`src/rtl/exec_step_controller.sv`:
```
// Run/step/halt sequencer: debounces three buttons and issues the one-cycle CpuEn advance enable.
// Define BREAKPOINT_EN to enable the PC breakpoint (BRK state, BreakAddr comparator, break mask).
module exec_step_controller #(
  parameter int unsigned DEB_CYCLES = 250000,
  parameter int unsigned RUN_DIV    = 50000000,
  parameter int unsigned CNT_W      = 16
) (
  input  logic             Clk,
  input  logic             Rst,
  input  logic             BtnRun,
  input  logic             BtnStep,
  input  logic             BtnHalt,
  input  logic [31:0]      PCValue,
  input  logic [31:0]      BreakAddr,
  output logic             CpuEn,
  output logic [1:0]       State,
  output logic             Running,
  output logic             BreakHit,
  output logic [CNT_W-1:0] InstrCount
);

  localparam int unsigned DEB_W  = (DEB_CYCLES > 1) ? $clog2(DEB_CYCLES) : 1;
  localparam int unsigned DIV_W  = (RUN_DIV > 1) ? $clog2(RUN_DIV) : 1;
  localparam int unsigned NBTN   = 3;
  localparam int unsigned B_RUN  = 0;
  localparam int unsigned B_STEP = 1;
  localparam int unsigned B_HALT = 2;

  typedef enum logic [1:0] {
    ST_HALT = 2'b00,
    ST_STEP = 2'b01,
    ST_RUN  = 2'b10,
    ST_BRK  = 2'b11
  } state_e;

  logic [NBTN-1:0] btn_raw;
  logic [NBTN-1:0] pulse;
  logic            p_run;
  logic            p_step;
  logic            p_halt;

  assign btn_raw = {BtnHalt, BtnStep, BtnRun};

  // Per button: 2-FF synchroniser, consecutive-sample debounce, rising-edge pulse.
  for (genvar g = 0; g < NBTN; g++) begin : g_btn
    logic             s1_q;
    logic             s2_q;
    logic             deb_q;
    logic             deb_d;
    logic             prev_q;
    logic [DEB_W-1:0] cnt_q;
    logic [DEB_W-1:0] cnt_d;

    always_ff @(posedge Clk or negedge Rst) begin
      if (!Rst) begin
        s1_q   <= 1'b0;
        s2_q   <= 1'b0;
        deb_q  <= 1'b0;
        prev_q <= 1'b0;
        cnt_q  <= '0;
      end else begin
        s1_q   <= btn_raw[g];
        s2_q   <= s1_q;
        deb_q  <= deb_d;
        prev_q <= deb_q;
        cnt_q  <= cnt_d;
      end
    end

    // Counter runs only while the synchronised level disagrees with the accepted one.
    always_comb begin
      deb_d = deb_q;
      cnt_d = '0;
      if (s2_q != deb_q) begin
        if (cnt_q == DEB_W'(DEB_CYCLES - 1)) begin
          deb_d = s2_q;
        end else begin
          cnt_d = cnt_q + DEB_W'(1);
        end
      end
    end

    assign pulse[g] = deb_q & ~prev_q;
  end

  assign p_run  = pulse[B_RUN];
  assign p_step = pulse[B_STEP];
  assign p_halt = pulse[B_HALT];

  state_e             state_q;
  state_e             state_d;
  logic [DIV_W-1:0]   div_q;
  logic [DIV_W-1:0]   div_d;
  logic [CNT_W-1:0]   count_q;
  logic [CNT_W-1:0]   count_d;
  logic               running_q;
  logic               brk_q;
  logic               tick;
  logic               trap;

  assign tick = (state_q == ST_RUN) && (div_q == DIV_W'(RUN_DIV - 1));

`ifdef BREAKPOINT_EN
  logic mask_q;
  logic mask_d;

  assign trap = tick && (PCValue == BreakAddr) && !mask_q;

  always_ff @(posedge Clk or negedge Rst) begin
    if (!Rst) begin
      mask_q <= 1'b0;
    end else begin
      mask_q <= mask_d;
    end
  end

  // Resuming from BRK lets the trapped instruction run once before re-arming.
  always_comb begin
    mask_d = mask_q;
    if (CpuEn) begin
      mask_d = 1'b0;
    end else if ((state_q == ST_BRK) && !p_halt && (p_step || p_run)) begin
      mask_d = 1'b1;
    end
  end
`else
  logic unused_bp;

  assign trap      = 1'b0;
  assign unused_bp = ^{PCValue, BreakAddr};
`endif

  always_ff @(posedge Clk or negedge Rst) begin
    if (!Rst) begin
      state_q   <= ST_HALT;
      div_q     <= '0;
      count_q   <= '0;
      running_q <= 1'b0;
      brk_q     <= 1'b0;
    end else begin
      state_q   <= state_d;
      div_q     <= div_d;
      count_q   <= count_d;
      running_q <= (state_d == ST_RUN);
      brk_q     <= (state_d == ST_BRK);
    end
  end

  // Next state, divider and CpuEn; halt outranks step outranks run.
  always_comb begin
    state_d = state_q;
    div_d   = '0;
    count_d = count_q;
    CpuEn   = 1'b0;
    case (state_q)
      ST_HALT: begin
        if (!p_halt) begin
          if (p_step) begin
            state_d = ST_STEP;
          end else if (p_run) begin
            state_d = ST_RUN;
          end
        end
      end
      ST_STEP: begin
        CpuEn   = 1'b1;
        state_d = ST_HALT;
      end
      ST_RUN: begin
        if (p_halt) begin
          state_d = ST_HALT;
        end else if (trap) begin
          state_d = ST_BRK;
        end else begin
          CpuEn = tick;
          div_d = tick ? '0 : div_q + DIV_W'(1);
        end
      end
      ST_BRK: begin
        if (p_halt) begin
          state_d = ST_HALT;
        end else if (p_step) begin
          state_d = ST_STEP;
        end else if (p_run) begin
          state_d = ST_RUN;
        end
      end
      default: begin
        state_d = ST_HALT;
      end
    endcase
    if (CpuEn) begin
      count_d = count_q + CNT_W'(1);
    end
  end

  assign State      = state_q;
  assign Running    = running_q;
  assign BreakHit   = brk_q;
  assign InstrCount = count_q;

endmodule
```
`config.mk`:
```
export PLATFORM = sky130hd
export DESIGN_NAME = exec_step_controller
export DESIGN_NICKNAME = d
export VERILOG_FILES = /design/src/rtl/exec_step_controller.sv
export SDC_FILE = /design/constraint.sdc
export NUM_CORES = 1
export LEC_CHECK = 0
export BUFFER_PORTS_ARGS = -buffer_cell sky130_fd_sc_hd__buf_2
export CORE_UTILIZATION = 50
export DETAILED_ROUTE_END_ITERATION = 8
export GPL_ROUTABILITY_DRIVEN = 0
export PLACE_DENSITY = 0.72
export SLEW_MARGIN = 20
export SYNTH_ARGS = -nofsm -noshare
export SYNTH_HDL_FRONTEND = slang
export SYNTH_SLANG_ARGS = --single-unit
```
`constraint.sdc`:
```
create_clock -name Clk -period 2.9 [get_ports Clk]
set_clock_uncertainty 0.1 [all_clocks]
set_input_delay 0.145 -clock Clk [delete_from_list [all_inputs] [get_ports Clk]]
set_output_delay 0.145 -clock Clk [all_outputs]
set_load 0.02 [all_outputs]
```
# After elaboration in Yosys (flattened, before gate mapping)
# Cells that the tools add are included.
# totals
reg_bits,112
romBits,0
n_memories,0
out_inout_bits,21
inputBits,69
ram_bits,0
wordCells,65
latchBits,0
# classes
mux,17
add_sub_neg,5
shifts,0
bitwise_logic,6
div,0
reduce_logical,5
mul,0
eq_ne,12
n_lt_le_gt_ge,0
# ops
op,count
$mux 18,6
$mux 26,3
$add 18x1->18 const B,3
$eq 18x18->1 const B,3
$add 26x1->26 const B,1
$eq 26x26->1 const B,1
$add 16x1->16 const B,1
$mux 2,5
$eq 2x2->1 const B,4
$pmux 2 s4,1
$reduce_and 2->1,3
$and 1x1->1,3
$ne 1x1->1,3
$not 1->1,3
$eq 2x1->1 const B,1
$logic_not 2->1,1
$pmux 1 s2,1
$logic_and 1x1->1,1
$mux 1,1

# Longest topological paths before layout
# Gate-level depths: netlist of run 1.
# logic_depth
depth_word,7
mapped_depth,9
mapped_depth_nobuf,7

# Least setup slack after synthesis of run 1
# No wires, ideal clock.
# synth_path
path_type,register to register
start,register div_q[18]
end,"register count_q[6], in the netlist InstrCount[6]"
period_less_slack_ns,2.059
n_path_buf,2
stages_incl_launch_ff,8
slack_ns,0.841
t_required_ns,2.669
t_arrival_ns,1.828
setup_time_ns,0.131
path_cell_list,dfrtp_1 or4_4 nor4_4 a32o_2 buf_6 buf_12 nand3_2 xnor2_2
# synth_via
elab_chain_cells,4
# synth_rtl
item,line_no,source
start: declaration,92,logic [DIV_W-1:0] div_q;
start signal: assignment,142,div_q <= div_d;
$eq 26x26->1,101,assign tick = (state_q == ST_RUN) && (div_q == DIV_W'(RUN_DIV - 1));
$logic_and 1x1->1,101,
$mux 1,170,if (p_halt) begin
$pmux 1 s2,155,case (state_q)
named net CpuEn,15,"output logic CpuEn,"
end signal: assignment,143,count_q <= count_d;
end: declaration,94,logic [CNT_W-1:0] count_q;
# The timed path passes the listed nets, and every way through them passes these cells.
# A chain may end at the register's enable or synchronous reset.

# Worst setup path after layout of run 1
# layout_path
start,register div_q[11]
end,output port CpuEn
# layout_via
elab_chain_cells,4
# layout_rtl
item,line_no
$eq 26x26->1,101
$logic_and 1x1->1,101
$mux 1,170
$pmux 1 s2,155
end: declaration,15
# Every way passes these cells.

==> metrics.cfg, run 1 <==
[status]
status=complete, but fails checks
violations=design-rule violations

[synth]
ys_types=43
synth-simple-area-share_pct=25.29
netlist_area_um2=5274
synth-seq-cells=112
yosysWarnings=0
yosysSeqAreaShare_pct=53.14
netlist_top_cells_count=dfrtp_1 (112), nor2_1 (95), xnor2_1 (48)
synth_adder_area_share_pct=2.135
synth_flop_cell=dfrtp_1
synth_edf_count=0
yosys.cell_count.top_type=dfrtp_1
async_flop_share_pct=100.0
synth_top_area_share_pct=53.14
yosys.area.top_type=dfrtp_1
synth_mux_area_share_pct=0.8541
synth_xor_area_share_pct=14.26
synth_area_leaders=dfrtp_1 (53%), xnor2_1 (8.0%), nor2_1 (6.8%)
syn_inst=506
synth_top_family_by_area=simple AND/OR/NAND/NOR gates
syn_nets=584
synth-compound-area-share_pct=1.945
syn_avg_cell_area_um2=10.42

[floorplanning]
die_y_um=104.7
core_um2=10280
die_x_um=104.7
ios=90
die_area_um2=10960
rows=37
initial_core_util_pct=51.31

[critical_path]
cp_max_fo=17
rr_worst_depth=4
path_class=reg -> out
worst_ep_arrival_time_ns=2.41
reg2reg_from=div_q[11]
critPathMaxStageDelay_ns=0.54
cp.depth=4
cp_slowest_cell=or4_4
cp-end-kind=primary output
crit_path_start=div_q[11]
crit_required_ns=2.65
path_cells=or4_4 > nor4_4 > a32o_2 > buf_2
path_buf_inv=1
critPathTopFamily=simple AND/OR/NAND/NOR gates
crit_path_start_kind=flop

[timing]
setup_slack_ns=0.2458
finalCriticalPeriod_ns=2.654
max_freq_ghz=0.3768
finalSetupViolCount=0
worst_pin_slew_ns=0.7444
period_share_pct=91.52
max_slew_margin_pct=50.37
tns_ns=0
hold_viol=0
rsz0062_at_grt=false
drv_slew=0

[run]
cap_violations=0

[clock_network]
cts_tree=built
cts_buffers=9
clock_latency_ns=0.38
clkSinkCount=112
cts_root_buf=clkbuf_8
clockBufferDepth=2
post_cts.repair.setup_buffers=0
cts_max_level=3
clk_pin_slew_worst_paths_ns=0.10

[drt]
vias=3615
drt_pass1_iterations=6
final_antenna_net_count=0
avgViaCountPerCell=5.340
drc_errors=2
drt-total-wl_um=9173
drt_iter0_markers=135
wire_per_inst_um=13.55

[final_layout]
area_growth_pct=9.205
drive_gt1_share_pct=12.01
layout.nets=614
diodes=0
fin_util_pct=56.04

[placement]
dp_hpwl_um=6338
port_buffers=25
pre_cts_ws_ns=0.5721

[global_route]
grt_max_degree=84
antenna_found_initial=0
grt-ovfl-total=0
gr-usage-all-layers_pct=18.38
grt_pass1_wl_um=16210
grt_pass1_vias=3602

[power_and_ir_drop]
power.total_mw=2.622
leakage_nw=2.465
power.density_nw_per_um2=455.2
ir_drop_mv=0.3471

[worst_hold_path]
hp-class=in -> async

## per-stage QoR
| step | hold slack, ns | cells | cell area, µm² |
|---|---|---|---|
| global route | 0.2648 | 677 | 5759 |
| CTS | 0.2657 | 677 | 5756 |
| detailed placement | 0.1555 | 657 | 5510 |
| finish | 0.2536 | 677 | 5759 |
| global placement | 0.1550 | 657 | 5510 |
| floorplan | -0.2506 | 506 | 5274 |
## registers in the layout, indices dropped and copies added, names as in the netlist
signal	count
div_q	26
g_btn.s2_q	3
g_btn.prev_q	3
g_btn.cnt_q	54
g_btn.s1_q	3
State	2
InstrCount	16
Running	1
g_btn.deb_q	3
BreakHit	1
## what timing repair did
action / in CTS / in global routing
hold endpoints to repair: 84 / 0
gates resized for setup: 0 / 0
hold buffers: 4 / 0
## area by class of cell
type	count	area, µm²
repair buffers	31	186.4
well taps	136	170.2
fillers	897	4518
clock inverters	5	63.81
clock buffers	11	141.4
multi-input cells	369	2346
inverters	13	48.80
flip-flops and latches	112	2803
## where the power goes
| part | internal [mW] | switching (mW) |
|---|---|---|
| Clock | 0.432 | 0.535 |
| Combinational | 0.0194 | 0.0500 |
| Sequential | 1.57 | 0.0110 |
| Total | 2.03 | 0.596 |
## layer usage
metal  share of wire (%)  track usage (%)
met4                 1.5            6.137
met1                  47            23.44
met3                 2.6            4.367
met5                   0                0
met2                  49            30.79
## placed cells by master, fill, tap and decap left out, types with 3 or more instances in the layout
| cell type | count |
|---|---|
| xor2_1 | 36 |
| nor2_1 | 95 |
| or3_1 | 5 |
| nand2b_1 | 5 |
| and4_1 | 12 |
| nand3_2 | 7 |
| nor4_1 | 7 |
| o21ai_0 | 6 |
| nand3_1 | 30 |
| ha_1 | 9 |
| dlygate4sd3_1 | 4 |
| inv_1 | 13 |
| clkbuf_8 | 10 |
| nor2b_1 | 3 |
| a21oi_1 | 6 |
| nor3_1 | 11 |
| buf_2 | 24 |
| dfrtp_1 | 112 |
| nand3b_1 | 4 |
| nand2_1 | 29 |
| mux2_2 | 4 |
| xnor2_1 | 48 |
| and3_1 | 10 |
| nand4_1 | 20 |
## cells by family (layout without fill, tap and decap cells)
| logic type | Yosys count | after routing |
|---|---|---|
| xor+xnor | 85 | 85 |
| fa+ha+maj | 9 | 9 |
| flops | 112 | 112 |
| simple gates | 254 | 254 |
| mux | 4 | 4 |
| buf+inv | 25 | 60 |
| compound gates | 17 | 17 |
## path summary, 6_finish.rpt
| path | end | slack (ns) |
|---|---|---|
| max reg2reg | InstrCount[1] | 0.54 |
| min reg2reg | g_btn[1].s2_q | 0.26 |
| min | g_btn[2].cnt_q[7] | 0.25 |
| max | CpuEn | 0.25 |
| min in group Clk | g_btn[1].s2_q | 0.26 |
| max in group asynchronous | g_btn[0].cnt_q[5] | 1.71 |
(Power assumes the default switching activity.)
==> run 2, diff against run 1 <==
--- a/config.mk
+++ b/config.mk
@@ -10,6 +10,7 @@
 export DETAILED_ROUTE_END_ITERATION = 8
 export GPL_ROUTABILITY_DRIVEN = 0
 export PLACE_DENSITY = 0.72
+export RECOVER_POWER = 25
 export SLEW_MARGIN = 20
 export SYNTH_ARGS = -nofsm -noshare
 export SYNTH_HDL_FRONTEND = slang
==> run 2 against run 1 <==
Effect of this change: the flow finishes with violations (design-rule violations, max-capacitance violations, max-slew violations); critical path depth stayed put; first-iteration DRC count unchanged; clock-buffer cell count unchanged; sequential share of layout area grew 0.053 points; clock power about the same; largest cell class unchanged.
==> metrics.cfg, run 2 (synthesized netlist as in run 1, its figures left out) <==
[global_route]
grt-ovfl-total=0  ; unchanged
grt_max_degree=84  ; unchanged
grt_pass1_wl_um=16210  ; unchanged
antenna_found_initial=0  ; unchanged
gr-usage-all-layers_pct=18.38  ; unchanged
grt_pass1_vias=3602  ; unchanged

[drt]
drt_iter0_markers=135  ; unchanged
drt_pass1_iterations=6  ; unchanged
drt-total-wl_um=9168  ; was 9173 µm
drc_errors=2  ; unchanged
vias=3613  ; was 3,615
final_antenna_net_count=0  ; unchanged
avgViaCountPerCell=5.337  ; was 5.340
wire_per_inst_um=13.54  ; was 13.55 µm

[power_and_ir_drop]
switchingPower_mw=0.5959  ; was 0.5960 mW
p_comb_share_pct=2.6  ; about the same
power.density_nw_per_um2=455.6  ; was 455.2 nW/µm²
intPower_mw=2.025  ; was 2.026 mW
clkPwrFrac_pct=36.9  ; about the same
power_frac_seq_pct=60.5  ; about the same
power_switching_share_pct=22.73  ; about the same
ir_drop_mv=0.3471  ; about the same
leakage_nw=2.463  ; was 2.465 nW

[critical_path]
cp_max_fo=17  ; unchanged
crit_path_start_kind=flop  ; unchanged
path_class=reg -> out  ; unchanged
crit_required_ns=2.65  ; about the same
worst_ep_arrival_time_ns=2.41  ; about the same
cp-end-kind=primary output  ; unchanged

[timing]
hold_viol=0  ; unchanged
holdWs_ns=0.2577  ; was 0.2536 ns
tns_ns=0  ; unchanged
drv_slew=84  ; was 0
max_slew_margin_pct=-33.78  ; was 50.37%
max_freq_ghz=0.3768  ; unchanged
finalCriticalPeriod_ns=2.654  ; unchanged
period_share_pct=91.52  ; unchanged
finalSetupViolCount=0  ; unchanged
worst_pin_slew_ns=2.007  ; was 0.7444 ns
rsz0062_at_grt=false  ; unchanged

[floorplanning]
ios=90  ; unchanged
core_um2=10280  ; unchanged
die_area_um2=10960  ; unchanged
initial_core_util_pct=51.31  ; unchanged
die_x_um=104.7  ; unchanged
die_y_um=104.7  ; unchanged
rows=37  ; unchanged

[run]
cap_violations=1  ; was 0

[clock_network]
clockBufferDepth=2  ; unchanged
post_cts.repair.setup_buffers=0  ; unchanged
clock_latency_ns=0.38  ; about the same
clkSinkCount=112  ; unchanged
cts_buffers=9  ; unchanged
cts_tree=built  ; unchanged
clk_pin_slew_worst_paths_ns=0.10  ; about the same
cts_root_buf=clkbuf_8  ; unchanged
cts_max_level=3  ; unchanged

[final_layout]
final_area_um2=5753  ; was 5759 µm²
area_growth_pct=9.087  ; was 9.205%
layout_commonest_cell=dfrtp_1  ; unchanged
mostFrequentLayoutCells=dfrtp_1 (112), nor2_1 (95), xnor2_1 (48)  ; unchanged
diodes=0  ; unchanged
top_register=g_btn.cnt_q  ; unchanged
layout.nets=614  ; unchanged
instances_no_fill=677  ; unchanged
fill_cells=899  ; was 897
drive_gt1_share_pct=12.01  ; unchanged
largest_reg_flops=54  ; unchanged

[worst_hold_path]
hp-class=reg -> reg  ; was in -> async

[placement]
place_inst=657  ; unchanged
port_buffers=25  ; unchanged
place_area_um2=5510  ; unchanged
dp_hpwl_um=6338  ; unchanged

[status]
status=complete, but fails checks  ; unchanged
violations=design-rule violations, max-capacitance violations, max-slew violations  ; was design-rule violations

run 2: worst max-delay path: stages (launching register included):
cell	delay [ns]
dfrtp_1	0.45
or4_4	0.54
nor4_4	0.26
a32o_2	0.52
buf_2	0.25
run 2: power by group through the flow:
stage | Sequential, mW | Clock (mW) | Combinational, mW
floorplan | 1.61 | 0 | 0.0270
global placement | 1.62 | 0 | 0.0649
detailed placement | 1.62 | 0 | 0.0680
CTS | 1.59 | 0.993 | 0.0727
global route | 1.59 | 1.05 | 0.0826
finish | 1.59 | 0.967 | 0.0685
run 2: worst paths after layout:
path | cells past startpoint | to | start | slack (ns)
min in group asynchronous | 2 | g_btn[2].cnt_q[7] | Rst | 0.75
setup / recovery | 4 | CpuEn | div_q[11] | 0.25
hold reg to reg | 0 | g_btn[1].s2_q | g_btn[1].s1_q | 0.26
max in group asynchronous | 2 | div_q[14] | Rst | 0.76
setup reg to reg | 4 | InstrCount[1] | div_q[11] | 0.54
hold / removal | 0 | g_btn[1].s2_q | g_btn[1].s1_q | 0.26
run 2: per-stage QoR:
| step | power [mW] | util [%] | setup slack, ns |
|---|---|---|---|
| after floorplan | 1.642 | - | 0.8412 |
| after global placement | 1.681 | 53.62 | 0.5970 |
| after detailed placement | 1.685 | 53.62 | 0.5721 |
| after CTS | 2.652 | 56.00 | 0.2570 |
| after global routing | 2.717 | 55.98 | 0.1585 |
| final | 2.621 | 55.98 | 0.2458 |
run 2: metal layers:
metal  GRT usage, %  wire length (µm)
met3          4.367               229
met4          6.137               135
met1          23.44              4324
met2          30.79              4478
met5              0                 0
run 2: layout make-up:
cell class / count / area, µm² / area share, %
Inverter: 13 / 48.80 / 0.8482
Tap cell: 136 / 170.2 / 2.958
Multi-Input combinational cell: 369 / 2346 / 40.78
Timing Repair Buffer: 31 / 180.2 / 3.132
Sequential cell: 112 / 2803 / 48.72
Clock buffer: 11 / 141.4 / 2.458
Clock inverter: 5 / 63.81 / 1.109
run 2: repair_timing:
| item | CTS | global route |
|---|---|---|
| resized for setup | 0 | 0 |
| hold buffers | 4 | 0 |
| hold endpoints to repair | 84 | 0 |
==> run 3, diff against run 2 <==
--- a/config.mk
+++ b/config.mk
@@ -8,9 +8,10 @@
 export BUFFER_PORTS_ARGS = -buffer_cell sky130_fd_sc_hd__buf_2
 export CORE_UTILIZATION = 50
 export DETAILED_ROUTE_END_ITERATION = 8
-export GPL_ROUTABILITY_DRIVEN = 0
+export GPL_ROUTABILITY_DRIVEN = 1
 export PLACE_DENSITY = 0.72
 export RECOVER_POWER = 25
+export REMOVE_ABC_BUFFERS = 1
 export SLEW_MARGIN = 20
 export SYNTH_ARGS = -nofsm -noshare
 export SYNTH_HDL_FRONTEND = slang
==> run 3 against run 2 <==
Effect of this change: the run ends with design-rule violations left; sequential power hardly changed; final cell count fell by 0.15%; largest cell class unchanged; non-clock buffer count shrank 1; highest routed layer unchanged; hold slack gained 0.0012 ns; wire length shrank 0.32%; first-iteration DRC count grew 6.7%; sequential share of layout area barely moved; die area unchanged; register-to-register slack lost 0.02 ns; clock-buffer cell count decreased by 1; final area hardly changed.
==> metrics.cfg, run 3 (synthesized netlist as in run 1, its figures left out) <==
[clock_network]
cts_max_level=3  ; unchanged
cts_buffers=9  ; unchanged
cts_root_buf=clkbuf_8  ; unchanged
clock_latency_ns=0.38  ; about the same
clockBufferDepth=2  ; unchanged
clk_pin_slew_worst_paths_ns=0.11  ; was 0.10 ns
cts_tree=built  ; unchanged
clkSinkCount=112  ; unchanged

[timing]
finalCriticalPeriod_ns=2.663  ; was 2.654 ns
drv_slew=0  ; was 84
finalSetupViolCount=0  ; unchanged
tns_ns=0  ; unchanged
holdWs_ns=0.2589  ; was 0.2577 ns
max_freq_ghz=0.3755  ; was 0.3768 GHz
max_slew_margin_pct=32.54  ; was -33.78%
worst_pin_slew_ns=1.012  ; was 2.007 ns
rsz0062_at_grt=false  ; unchanged
period_share_pct=91.82  ; was 91.52%
hold_viol=0  ; unchanged

[status]
violations=design-rule violations  ; was design-rule violations, max-capacitance violations, max-slew violations
status=complete, but fails checks  ; unchanged

[drt]
drc_errors=2  ; unchanged
final_antenna_net_count=0  ; unchanged
vias=3629  ; was 3,613
avgViaCountPerCell=5.368  ; was 5.337
wire_per_inst_um=13.52  ; was 13.54 µm
drt_iter0_markers=144  ; was 135
drt-total-wl_um=9139  ; was 9168 µm
drt_pass1_iterations=7  ; was 6

[floorplanning]
core_um2=10280  ; unchanged
initial_core_util_pct=51.31  ; unchanged
die_x_um=104.7  ; unchanged
rows=37  ; unchanged
ios=90  ; unchanged
die_area_um2=10960  ; unchanged
die_y_um=104.7  ; unchanged

[worst_hold_path]
whs_path_depth=0  ; unchanged
hp-class=reg -> reg  ; unchanged

[power_and_ir_drop]
power.density_nw_per_um2=457.1  ; was 455.6 nW/µm²
leakage_nw=2.445  ; was 2.463 nW
ir_drop_mv=0.3577  ; was 0.3471 mV

[global_route]
grt-ovfl-total=0  ; unchanged
gr-usage-all-layers_pct=18.70  ; was 18.38%
antenna_found_initial=0  ; unchanged
grt_pass1_vias=3674  ; was 3,602
grt_max_degree=73  ; was 84
grt_pass1_wl_um=16370  ; was 16,210 µm

[final_layout]
top_register=g_btn.cnt_q  ; unchanged
area_growth_pct=8.992  ; was 9.087%
mostFrequentLayoutCells=dfrtp_1 (112), nor2_1 (95), xnor2_1 (48)  ; unchanged
drive_gt1_share_pct=11.48  ; was 12.01%
fill_cells=901  ; was 899
diodes=0  ; unchanged
largest_reg_flops=54  ; unchanged
layout_commonest_cell=dfrtp_1  ; unchanged
layout.nets=613  ; was 614

[placement]
gp_congestion=0.7826
dp_hpwl_um=6231  ; was 6338 µm
port_buffers=25  ; unchanged

[critical_path]
cp-end-kind=primary output  ; unchanged
path_cells=or4_4 > nor4_4 > a32o_2 > buf_2  ; unchanged
path_buf_inv=1  ; unchanged
rr_worst_depth=4  ; unchanged
path_class=reg -> out  ; unchanged
crit_required_ns=2.65  ; about the same
crit_path_start_kind=flop  ; unchanged
cp_max_fo=17  ; unchanged
critPathTopFamily=simple AND/OR/NAND/NOR gates  ; unchanged
cp.depth=4  ; unchanged
cp_slowest_cell=or4_4  ; unchanged
worst_ep_arrival_time_ns=2.42  ; was 2.41 ns
reg2reg_slack_ns=0.52  ; was 0.54 ns
critPathMaxStageDelay_ns=0.56  ; was 0.54 ns

[run]
cap_violations=0  ; was 1

==> run 3: final timing paths <==
check,start,to
max in group asynchronous,Rst,div_q[8]
setup reg to reg,div_q[18],InstrCount[1]
setup / recovery,div_q[18],CpuEn
min in group asynchronous,Rst,g_btn[0].cnt_q[9]
hold / removal,g_btn[1].s1_q,g_btn[1].s2_q
hold reg to reg,g_btn[1].s1_q,g_btn[1].s2_q
==> run 3: area by class of cell <==
type	instances	area (µm²)	area share, %
clock buffer	10	137.6	2.394
clock inverter	6	73.82	1.284
inverter	13	48.80	0.8489
multi-input combinational	369	2346	40.81
sequential	112	2803	48.76
tap	136	170.2	2.960
timing repair buffer	30	168.9	2.939
==> run 3: per-stage QoR <==
step           util [%]  instances  setup WS [ns]  area [µm²]  power [mW]
4_1_cts           56.11        676         0.2329        5767       2.673
6_report          55.93        676         0.2372        5748       2.627
3_3_place_gp      53.66        656         0.5683        5515       1.682
3_5_place_dp      53.66        656         0.5457        5515       1.686
5_1_grt           55.93        676         0.1416        5748       2.733
2_1_floorplan         -        494         0.6599        5197       1.639
==> run 3: layer usage <==
metal	up-vias	track usage (%)	part of all wire (%)
met2	55	30.70	48
met4	0	7.143	1.3
met1	1790	23.28	47
met3	15	5.614	3.8
li1	1769	-	-
met5	-	0	0
==> run 3: report_power, final <==
part	switching (mW)	total (mW)	internal (mW)
Combinational	0.0498	0.0671	0.0173
Sequential	0.0115	1.59	1.57
Clock	0.539	0.974	0.435
Total	0.600	2.63	2.03
==> run 3: repair_timing <==
item	4_1_cts	5_1_grt
setup endpoints to repair	0	0
endpoints found under the hold margin	43	0
resized for setup	0	0
hold buffers	4	0
buffers inserted	0	0
